$ cat config.mk
export PLATFORM = sky130hd
export DESIGN_NAME = enc4to2_capture_flat
export DESIGN_NICKNAME = d
export VERILOG_FILES = /design/src/rtl/enc4to2_capture_if.sv /design/src/rtl/enc4to2_capture.sv /design/src/flat_wrapper.sv
export SDC_FILE = /design/constraint.sdc
export NUM_CORES = 1
export LEC_CHECK = 0
export CORE_UTILIZATION = 45
export DETAILED_ROUTE_END_ITERATION = 16
export GPL_TIMING_DRIVEN = 0
export MAX_ROUTING_LAYER = met4
export PLACE_DENSITY = 0.83
export SLEW_MARGIN = 20
export SYNTH_ARGS = -nofsm -noshare
export SYNTH_HDL_FRONTEND = slang
export SYNTH_SLANG_ARGS = --single-unit
$ cat constraint.sdc
create_clock -name clk -period 2.3 [get_ports clk]
set_input_delay 0.46 -clock clk [delete_from_list [all_inputs] [get_ports clk]]
set_output_delay 0.46 -clock clk [all_outputs]
set_load 0.02 [all_outputs]
$ cat src/rtl/enc4to2_capture_if.sv
// rtl/enc4to2_capture_if.sv - request/code bundle between the capture encoder and its consumer
interface enc4to2_capture_if;
    logic [3:0] D;
    logic       ready;
    logic       clr_ovf;
    logic [1:0] A;
    logic       valid;
    logic [3:0] pending;
    logic       multi_hot;
    logic       ovf;

    modport master (
        input  D, ready, clr_ovf,
        output A, valid, pending, multi_hot, ovf
    );

    modport slave (
        output D, ready, clr_ovf,
        input  A, valid, pending, multi_hot, ovf
    );
endinterface

$ cat src/rtl/enc4to2_capture.sv
// rtl/enc4to2_capture.sv - edge-captured 4-to-2 priority encoder with valid/ready code output
module enc4to2_capture #(
    parameter int SYNC_STAGES = 2,
    parameter bit LOW_FIRST   = 1'b1
) (
    input  logic               clk,
    input  logic               rst_n,
    enc4to2_capture_if.master  bus
);
    typedef enum logic {S_IDLE, S_HOLD} state_t;

    state_t     r_state;
    state_t     w_next_state;
    logic [3:0] r_sync [SYNC_STAGES];
    logic [3:0] r_prev;
    logic [3:0] r_pending;
    logic [1:0] r_a;
    logic       r_multi_hot;
    logic       r_ovf;
    logic [3:0] w_sync;
    logic [3:0] w_rise;
    logic [3:0] w_grant_clr;
    logic [1:0] w_sel;
    logic       w_any;
    logic       w_load;
    logic       w_ovf_set;

    assign w_sync    = r_sync[SYNC_STAGES-1];
    assign w_rise    = w_sync & ~r_prev;
    assign w_any     = |r_pending;
    assign w_ovf_set = |(w_rise & r_pending & ~w_grant_clr);

    always_ff @(posedge clk or negedge rst_n) begin
        if (!rst_n) begin
            for (int i = 0; i < SYNC_STAGES; i++) r_sync[i] <= '0;
            r_prev <= '0;
        end else begin
            r_sync[0] <= bus.D;
            for (int i = 1; i < SYNC_STAGES; i++) r_sync[i] <= r_sync[i-1];
            r_prev <= w_sync;
        end
    end

    // Later loop iterations overwrite earlier ones, so the scan order sets priority.
    always_comb begin
        w_sel = 2'd0;
        if (LOW_FIRST) begin
            for (int i = 3; i >= 0; i--) if (r_pending[i]) w_sel = 2'(i);
        end else begin
            for (int i = 0; i < 4; i++) if (r_pending[i]) w_sel = 2'(i);
        end
    end

    always_comb begin
        w_next_state = r_state;
        w_load       = 1'b0;
        case (r_state)
            S_IDLE: begin
                if (w_any) begin
                    w_load       = 1'b1;
                    w_next_state = S_HOLD;
                end
            end
            S_HOLD: begin
                if (bus.ready) begin
                    if (w_any) w_load = 1'b1;
                    else       w_next_state = S_IDLE;
                end
            end
            default: w_next_state = S_IDLE;
        endcase
        w_grant_clr = w_load ? (4'b0001 << w_sel) : 4'b0000;
    end

    always_ff @(posedge clk or negedge rst_n) begin
        if (!rst_n) begin
            r_state     <= S_IDLE;
            r_pending   <= '0;
            r_a         <= '0;
            r_multi_hot <= 1'b0;
            r_ovf       <= 1'b0;
        end else begin
            r_state     <= w_next_state;
            // A fresh rise on the bit being granted keeps it pending.
            r_pending   <= (r_pending & ~w_grant_clr) | w_rise;
            if (w_load) r_a <= w_sel;
            r_multi_hot <= ($countones(w_rise) >= 2);
            if (w_ovf_set)        r_ovf <= 1'b1;
            else if (bus.clr_ovf) r_ovf <= 1'b0;
        end
    end

    assign bus.A         = r_a;
    assign bus.valid     = (r_state == S_HOLD);
    assign bus.pending   = r_pending;
    assign bus.multi_hot = r_multi_hot;
    assign bus.ovf       = r_ovf;
endmodule

$ cat src/flat_wrapper.sv
// flat-port wrapper written by rule: the top's interface ports become plain ports
module enc4to2_capture_flat 
#(
    parameter int SYNC_STAGES = 2,
    parameter bit LOW_FIRST   = 1'b1
)
  (clk, rst_n, bus_D, bus_ready, bus_clr_ovf, bus_A, bus_valid, bus_pending, bus_multi_hot, bus_ovf);
  enc4to2_capture_if bus_i ();
  input  logic clk;
  input  logic rst_n;
  input wire logic [$bits(bus_i.D)-1:0] bus_D;
  input wire logic [$bits(bus_i.ready)-1:0] bus_ready;
  input wire logic [$bits(bus_i.clr_ovf)-1:0] bus_clr_ovf;
  output wire logic [$bits(bus_i.A)-1:0] bus_A;
  output wire logic [$bits(bus_i.valid)-1:0] bus_valid;
  output wire logic [$bits(bus_i.pending)-1:0] bus_pending;
  output wire logic [$bits(bus_i.multi_hot)-1:0] bus_multi_hot;
  output wire logic [$bits(bus_i.ovf)-1:0] bus_ovf;
  assign bus_i.D = bus_D;
  assign bus_i.ready = bus_ready;
  assign bus_i.clr_ovf = bus_clr_ovf;
  assign bus_A = bus_i.A;
  assign bus_valid = bus_i.valid;
  assign bus_pending = bus_i.pending;
  assign bus_multi_hot = bus_i.multi_hot;
  assign bus_ovf = bus_i.ovf;
  enc4to2_capture #(.SYNC_STAGES(SYNC_STAGES), .LOW_FIRST(LOW_FIRST)) u_core (.clk(clk), .rst_n(rst_n), .bus(bus_i));
endmodule
* After elaboration in Yosys (flattened, before gate mapping) *
Cells that the tools add are included.

storage, ports and cells
  word-level logic and storage cells = 36
  flip-flop bits (word level) = 21
  output and inout bits = 9
  bits of input ports = 8

cells by class
  reduce and logical (&&, ||, !) cells = 3
  mux-type cells = 12
  $lt $le $gt $ge = 1
  shift operators = 1
  bitwise logic cells = 8
  add/sub/neg operators = 3

operator list
  operator               number
  $add A32 B32 Y32       1
  $ge A32 B3 Y1 const B  1
  $and A4 B4 Y4          4
  $mux W2                4
  $not A4 Y4             2
  $reduce_or A4 Y1       2
  $mux W1                5
  $add A1 B1 Y2          2
  $mux W4                1
  $or A4 B4 Y4           1
  $pmux W1 S2            2
  $shl A1 B2 Y4 const A  1
  $reduce_bool A2 Y1     1
  $not A1 Y1             1

* Longest topological paths before layout *
Gate-level depths: netlist of run 1.

  word-level depth = 10
  depth in mapped cells = 5
  depth with buffers taken out = 5

* Least setup slack after synthesis of run 1 *
No wires, ideal clock.

  path type = register to register
  from = register u_core.r_sync (netlist bit u_core.w_sync[2])
  to = register u_core.r_multi_hot, in the netlist u_core.bus.multi_hot
  path buffers = 0
  arrival time = 1.615 ns
  clock period less this slack = 1.743 ns
  data required time = 2.173 ns
  setup slack = 0.557 ns
  setup time = 0.127 ns
  cell stages (with the launch flop) = 6
  cells stage by stage = dfrtp_1 nor2b_1 ha_1 and2_1 fa_1 or2_2

on the way
  cells in the longest elaborated chain, start to end = 4

ends and longest elaborated chain
  what                                    RTL line               source
  start, declared                         enc4to2_capture.sv:14  logic [3:0] r_sync [SYNC_STAGES];
  $and A4 B4 Y4                           enc4to2_capture.sv:29  assign w_rise = w_sync & ~r_prev;
  $add A1 B1 Y2 (not written as such)     enc4to2_capture.sv:87  r_multi_hot <= ($countones(w_rise) >= 2);
  $add A32 B32 Y32 (not written as such)  enc4to2_capture.sv:87
  $ge A32 B3 Y1                           enc4to2_capture.sv:87
  end signal, assigned                    enc4to2_capture.sv:87
  end, declared                           enc4to2_capture.sv:18  logic r_multi_hot;

Every way passes these cells.
A chain may end at the register's enable or synchronous reset.

* Worst setup path in the final report of run 1 *
  from = register u_core.r_prev[0]
  to = register u_core.r_multi_hot, in the netlist u_core.bus.multi_hot

on the way
  cells in the longest elaborated chain, start to end = 5

ends and longest elaborated chain
  what                                    RTL line               source
  start, declared                         enc4to2_capture.sv:15  logic [3:0] r_prev;
  start signal, assigned                  enc4to2_capture.sv:40  r_prev <= w_sync;
  $not A4 Y4                              enc4to2_capture.sv:29
  $and A4 B4 Y4                           enc4to2_capture.sv:29
  $add A1 B1 Y2 (not written as such)     enc4to2_capture.sv:87
  $add A32 B32 Y32 (not written as such)  enc4to2_capture.sv:87
  $ge A32 B3 Y1                           enc4to2_capture.sv:87

Every way passes these cells.

==> run summary, run 1 <==
Post-DRT Antenna Nets -> 0
HPWL Detailed -> 751.7 microns
Seq pwr share -> 57.7%
Share of layout cells above drive strength 1 -> 9.333%
WP data required -> 2.48 ns
Yosys warning total -> 0
Failing checks -> DRC
CTS tree -> yes
First-pass GRT wire length -> 1759 microns
Post_cts resized -> 0
GRT overflow -> 0
Top FF cell, synth -> dfrtp_1
N_diodes -> 0
Placer's final routability congestion estimate -> 0.7430
RSZ-0062 raised after global routing -> no
Syn nets -> 66
Net Sw Power -> 0.1884 mW
Delay of the slowest critical-path stage -> 0.42 ns
Deepest clock path buffer count -> 2
FILL cells -> 120
Async SR Flop Fraction -> 100.0%
Die area -> 0.001891 sq mm
Synth Area in XOR/XNOR -> 0%
Pint -> 0.5437 mW
Leakage power -> 0.4538 nW
Critical path arrival -> 2.03 ns
Area of the mapped netlist -> 774.5 sq um
Setup violators final -> 0
Die H -> 43.49 microns
CP Capture Type -> flop
Synth Register Bits -> 21
Post-CTS Hold Buffers -> 0
Register area share after synthesis -> 67.85%
Chip width -> 43.49 microns
Place WS -> 0.4450 ns
Number of flops mapped to enable cells by yosys -> 0
Final Core Density -> 62.92%
Worst-Skew Late Latency -> 0.29 ns
DP Cell Count -> 87
Crit-path max FO -> 3
Drt drc -> 6
CTS clk-pin slew, worst paths -> 0.11 ns
Post-Route WL -> 979 microns
Fin crit period -> 1.846 ns
Slowest cell on the critical path -> fa_1
Core area -> 0.001559 sq mm
Crit Path Category -> flop to flop
Design Power -> 0.7320 mW
Synth Area in Compound Gates -> 10.02%
DRT Pass-1 Iters -> 9
Max Cap Viol -> 0
Initial antenna violation count -> 0
Synth Area in Simple Gates -> 13.41%
Setup WS post-layout -> 0.4537 ns
F_max -> 541.6 MHz
VDD IR-drop max -> 421.6 uV
DR vias/cell -> 5.110
Number of port buffers -> 16
Slew @ Worst Pin -> 0.8606 ns
Global Route Usage Sum -> 13.39%
Main combinational cell family by area after synthesis -> simple AND/OR/NAND/NOR gates
Status -> finished, violations left
Worst Clk Skew -> 0.003358 ns
CTS sink count -> 21
Critical Path Start Type -> flop
Netlist cell types -> 22
Total Nets Final -> 87
DR iter-0 viols -> 6
IO Pins -> 17
H-tree levels -> 1
Largest net degree at the start of global routing -> 22
Net Sw Frac -> 25.73%
Vias -> 465
Final count of hold timing violations -> 0
Rows -> 14
DR WL/cell -> 10.76 microns
Setup TNS -> 0 ns
Final period util -> 80.27%
Area Overhead vs Synth -> 26.66%
Crit-path cells -> nor2b_1, ha_1, and2_1, fa_1, or2_2
Syn Inst Count -> 55
Clock root buffer -> clkbuf_4
Setup bufs post-CTS -> 0
Cts bufs inserted -> 3
Gate power share -> 19.6%
Final non-filler cell total -> 91
Number of global-route vias before repair -> 447
Mux share of post-synthesis cell area -> 0%
Adder-Cell Fraction of Synth Area -> 5.816%
Clock power share -> 22.7%
Headroom to the max-slew limit -> 42.45%
PD cells -> 746.2 mW/mm^2
Initial Utilization -> 49.68%
Syn_area_per_cell -> 14.08 sq um
Hold Path Class -> flop to flop
Fin. max-slew vios -> 0
## power groups by stage
stage,sequential [mW],clock [mW],combinational [mW]
6_report,0.423,0.166,0.143
5_1_grt,0.428,0.187,0.157
4_1_cts,0.423,0.173,0.146
3_5_place_dp,0.431,0,0.145
3_3_place_gp,0.429,0,0.143
2_1_floorplan,0.455,0,0.0475
## sequential cells by signal, summed over array words and instances, names as in the netlist
| signal | cells |
|---|---|
| u_core.bus.multi_hot | 1 |
| u_core.bus.A | 2 |
| u_core.bus.ovf | 1 |
| u_core.bus.pending | 4 |
| u_core.r_sync | 4 |
| u_core.bus.valid | 1 |
| u_core.w_sync | 4 |
| u_core.r_prev | 4 |
## critical path: cells and delay by family, from the launching register on
kind                     cells  cell delay (ns)
adder cells (fa/ha/maj)      2             0.69
flip-flops                   1             0.38
AND/OR/NAND/NOR              3             0.67
## cells in the final DEF (no fill, tap or decap), types with 2 or more instances in the layout
| master | count |
|---|---|
| dfrtp_1 | 21 |
| clkdlybuf4s50_1 | 16 |
| a32oi_1 | 2 |
| a21o_1 | 2 |
| inv_1 | 3 |
| ha_1 | 2 |
| clkbuf_4 | 3 |
| a21oi_1 | 2 |
| nor2_1 | 4 |
| nor2b_1 | 4 |
| nand2b_1 | 2 |
## path summary, 6_finish.rpt
path                       depth (start not counted)                    to  slack [ns]             start
setup / recovery                                   5  u_core.bus.multi_hot        0.45  u_core.r_prev[0]
hold / removal                                     0      u_core.w_sync[0]        0.36  u_core.r_sync[4]
setup reg to reg                                   5  u_core.bus.multi_hot        0.45  u_core.r_prev[0]
hold reg to reg                                    0      u_core.w_sync[0]        0.36  u_core.r_sync[4]
max in group asynchronous                          1      u_core.r_prev[0]        1.12             rst_n
min in group asynchronous                          1      u_core.bus.valid        0.65             rst_n
## final cells by class
| type | count | area [sq um] | share of cell area, % |
|---|---|---|---|
| Multi-Input combinational cell | 30 | 226.5 | 23.09 |
| Tap cell | 16 | 20.02 | 2.041 |
| Inverter | 3 | 11.26 | 1.148 |
| Clock buffer | 4 | 26.28 | 2.679 |
| Sequential cell | 21 | 525.5 | 53.57 |
| Buffer | 1 | 11.26 | 1.148 |
| Timing Repair Buffer | 16 | 160.2 | 16.33 |
## stage by stage
stage / area [sq um] / hold WS [ns]
final: 980.9 / 0.3583
after global routing: 980.9 / 0.3705
after CTS: 980.9 / 0.3601
after detailed placement: 954.7 / 0.3347
after global placement: 954.7 / 0.3331
after floorplan: 774.5 / 0.1644
## Yosys cell counts, types with 2 or more instances
cell type / n / area [sq um]
a21o_1: 2 / 15.01
a21oi_1: 2 / 10.01
a32oi_1: 2 / 17.52
dfrtp_1: 21 / 525.5
ha_1: 2 / 25.02
inv_1: 3 / 11.26
nand2b_1: 2 / 12.51
nor2_1: 4 / 15.01
nor2b_1: 4 / 25.02
## cell families after synthesis
logic type | after synthesis
buf+inv | 4
fa+ha+maj | 3
flops | 21
compound gates | 11
simple gates | 16
## per-layer routing
layer	part of all wire (%)	routed length, microns	track usage, %	up-vias
met1	44	434	16.43	226
met2	49	483	20.91	16
met3	6.2	61	2.500	0
met5	0	0	-	-
met4	0	0	7.500	0
li1	-	-	-	223
Note: power is estimated with default switching activity, not from simulation.
==> run 2: changes to the inputs <==
Clock period 2.3 ns to 1.8 ns, I/O delays scaled along.
==> run summary, run 2 (synthesis gave the netlist of run 1 again) <==
R2R setup slack -> 0.07 ns
Die H -> 43.49 microns
Hold path endpoint -> u_core.w_sync[0]
Final period util -> 96.85%
WP buf/inv -> 1
Worst Clk Skew -> 0.0009113 ns
DRT Pass-1 Iters -> 9
Clock root buffer -> clkbuf_4
Status -> finished, violations left
Crit-path max FO -> 7
DP Cell Count -> 87
Total Nets Final -> 90
Fin crit period -> 1.743 ns
CTS tree -> yes
Worst R2R Start -> u_core.r_prev[0]
Worst-Skew Late Latency -> 0.29 ns
PD cells -> 910.7 mW/mm^2
Area occupied by multi-input gates -> 274.0 sq um
Final Core Density -> 67.42%
RSZ-0062 raised after global routing -> no
Failing checks -> DRC
Slowest cell on the critical path -> clkdlybuf4s50_1
Vias -> 481
WP data required -> 1.44 ns
Top Family by Delay on Critical Path -> buffers and inverters
Number of global-route vias before repair -> 469
Most common cell after layout, fill and taps aside -> dfrtp_1
Leakage power -> 0.4889 nW
FILL cells -> 112
F_max -> 573.6 MHz
Global Route Usage Sum -> 14.31%
Final count of hold timing violations -> 0
DR vias/cell -> 5.117
N_diodes -> 0
Die area -> 0.001891 sq mm
DR iter-0 viols -> 6
CTS clk-pin slew, worst paths -> 0.10 ns
Fin. max-slew vios -> 0
CTS sink count -> 21
First-pass GRT wire length -> 1897 microns
Min-delay src -> u_core.r_sync[4]
Final non-filler cell total -> 94
Critical path arrival -> 1.38 ns
Core area -> 0.001559 sq mm
VDD IR-drop max -> 552.1 uV
FF+latch area -> 525.5 sq um
Placer's final routability congestion estimate -> 0.7430
Hold Path Class -> flop to flop
Delay of the slowest critical-path stage -> 0.64 ns
CP Capture Type -> primary output
Share of layout cells above drive strength 1 -> 20.51%
GRT overflow -> 0
Commonest cells after routing, fill and taps aside -> dfrtp_1, clkdlybuf4s50_1, nor2b_4, nor2_1
Initial antenna violation count -> 0
Post-CTS Hold Buffers -> 0
Reg2reg end -> u_core.bus.multi_hot
WHS Path Cells -> 0
HPWL Detailed -> 751.7 microns
IO Pins -> 17
H-tree levels -> 1
Setup violators final -> 0
Headroom to the max-slew limit -> 41.75%
Critical Path Start Type -> flop
Post-DRT Antenna Nets -> 0
Cts bufs inserted -> 3
Largest net degree at the start of global routing -> 22
Max Cap Viol -> 0
Post-Route WL -> 1113 microns
Register-to-Register Path Depth -> 5
DR WL/cell -> 11.84 microns
Area Overhead vs Synth -> 35.70%
Deepest clock path buffer count -> 2
Slew @ Worst Pin -> 0.8710 ns
Initial Utilization -> 49.68%
Crit-path cells -> clkdlybuf4s50_1
Drt drc -> 6
Number of port buffers -> 16
Rows -> 14
Chip width -> 43.49 microns
Crit Path Category -> flop to primary output
-- run 2: cell types whose count changed in the layout (fill, tap and decap cells not counted) --
| cell | change |
|---|---|
| buf_4 | +3 |
| and2_4 | +1 |
| or2_2 | -1 |
| ha_1 | -1 |
| nor2b_1 | -4 |
| or2_4 | +1 |
| nor2b_4 | +4 |
| and2_1 | -1 |
| ha_4 | +1 |
-- run 2: layer usage --
layer  vias to the layer above  GRT usage, %  wire [microns]
met2                        16         23.33             568
met1                       237         17.00             483
met3                         0         2.500              61
met5                         -             -               0
met4                         0         7.500               0
li1                        228             -               -
-- run 2: where the power goes --
group	internal (mW)	leakage, nW	switching, mW
clock network	0.0861	0.0150	0.126
logic	0.110	0.232	0.0908
registers	0.513	0.242	0.0312
-- run 2: repair_timing --
action                     4_1_cts  5_1_grt
hold endpoints to repair         0        0
gates resized for setup          8        3
setup endpoints to repair        1        1
pin swaps                        0        4
setup buffers                    1        2
-- run 2: through the flow --
step / setup WS [ns] / setup TNS, ns / hold WS (ns) / total power [mW] / instance area (sq um)
after floorplan: 0.05721 / 0 / 0.06441 / 0.6423 / 774.5
after global placement: -0.03219 / -0.03219 / 0.3331 / 0.7311 / 954.7
after detailed placement: -0.05500 / -0.05500 / 0.3347 / 0.7362 / 954.7
after CTS: 0.04279 / 0 / 0.3601 / 0.9588 / 1016
after global routing: 0.005959 / 0 / 0.3705 / 1.005 / 1051
final: 0.05669 / 0 / 0.3588 / 0.9572 / 1051
-- run 2: worst max path at each step --
stage | endpoint | slack, ns | cells past startpoint | from
floorplan | u_core.bus.multi_hot | 0.06 | 5 | u_core.w_sync[2]
global placement | u_core.bus.multi_hot | -0.03 | 5 | u_core.r_prev[0]
detailed placement | u_core.bus.multi_hot | -0.05 | 5 | u_core.r_prev[0]
CTS | u_core.bus.multi_hot | 0.04 | 5 | u_core.w_sync[1]
global route | bus_pending[2] | 0.006 | 1 | u_core.bus.pending[2]
finish | bus_pending[2] | 0.06 | 1 | u_core.bus.pending[2]
-- run 2: area by class of cell --
cell class                      instances  area share (%)
Buffer                                  1           1.071
Tap cell                               16           1.905
Sequential cell                        21           50.00
Inverter                                3           1.071
Clock buffer                            4           2.500
Multi-Input combinational cell         30           26.07
Timing Repair Buffer                   19           17.38
==> run 3: changes to the inputs <==
Settings changed: ABC_CLOCK_PERIOD_IN_PS set to 1800.
==> results of run 3 <==
Final layout, timing and power as in run 2 (identical DEF).
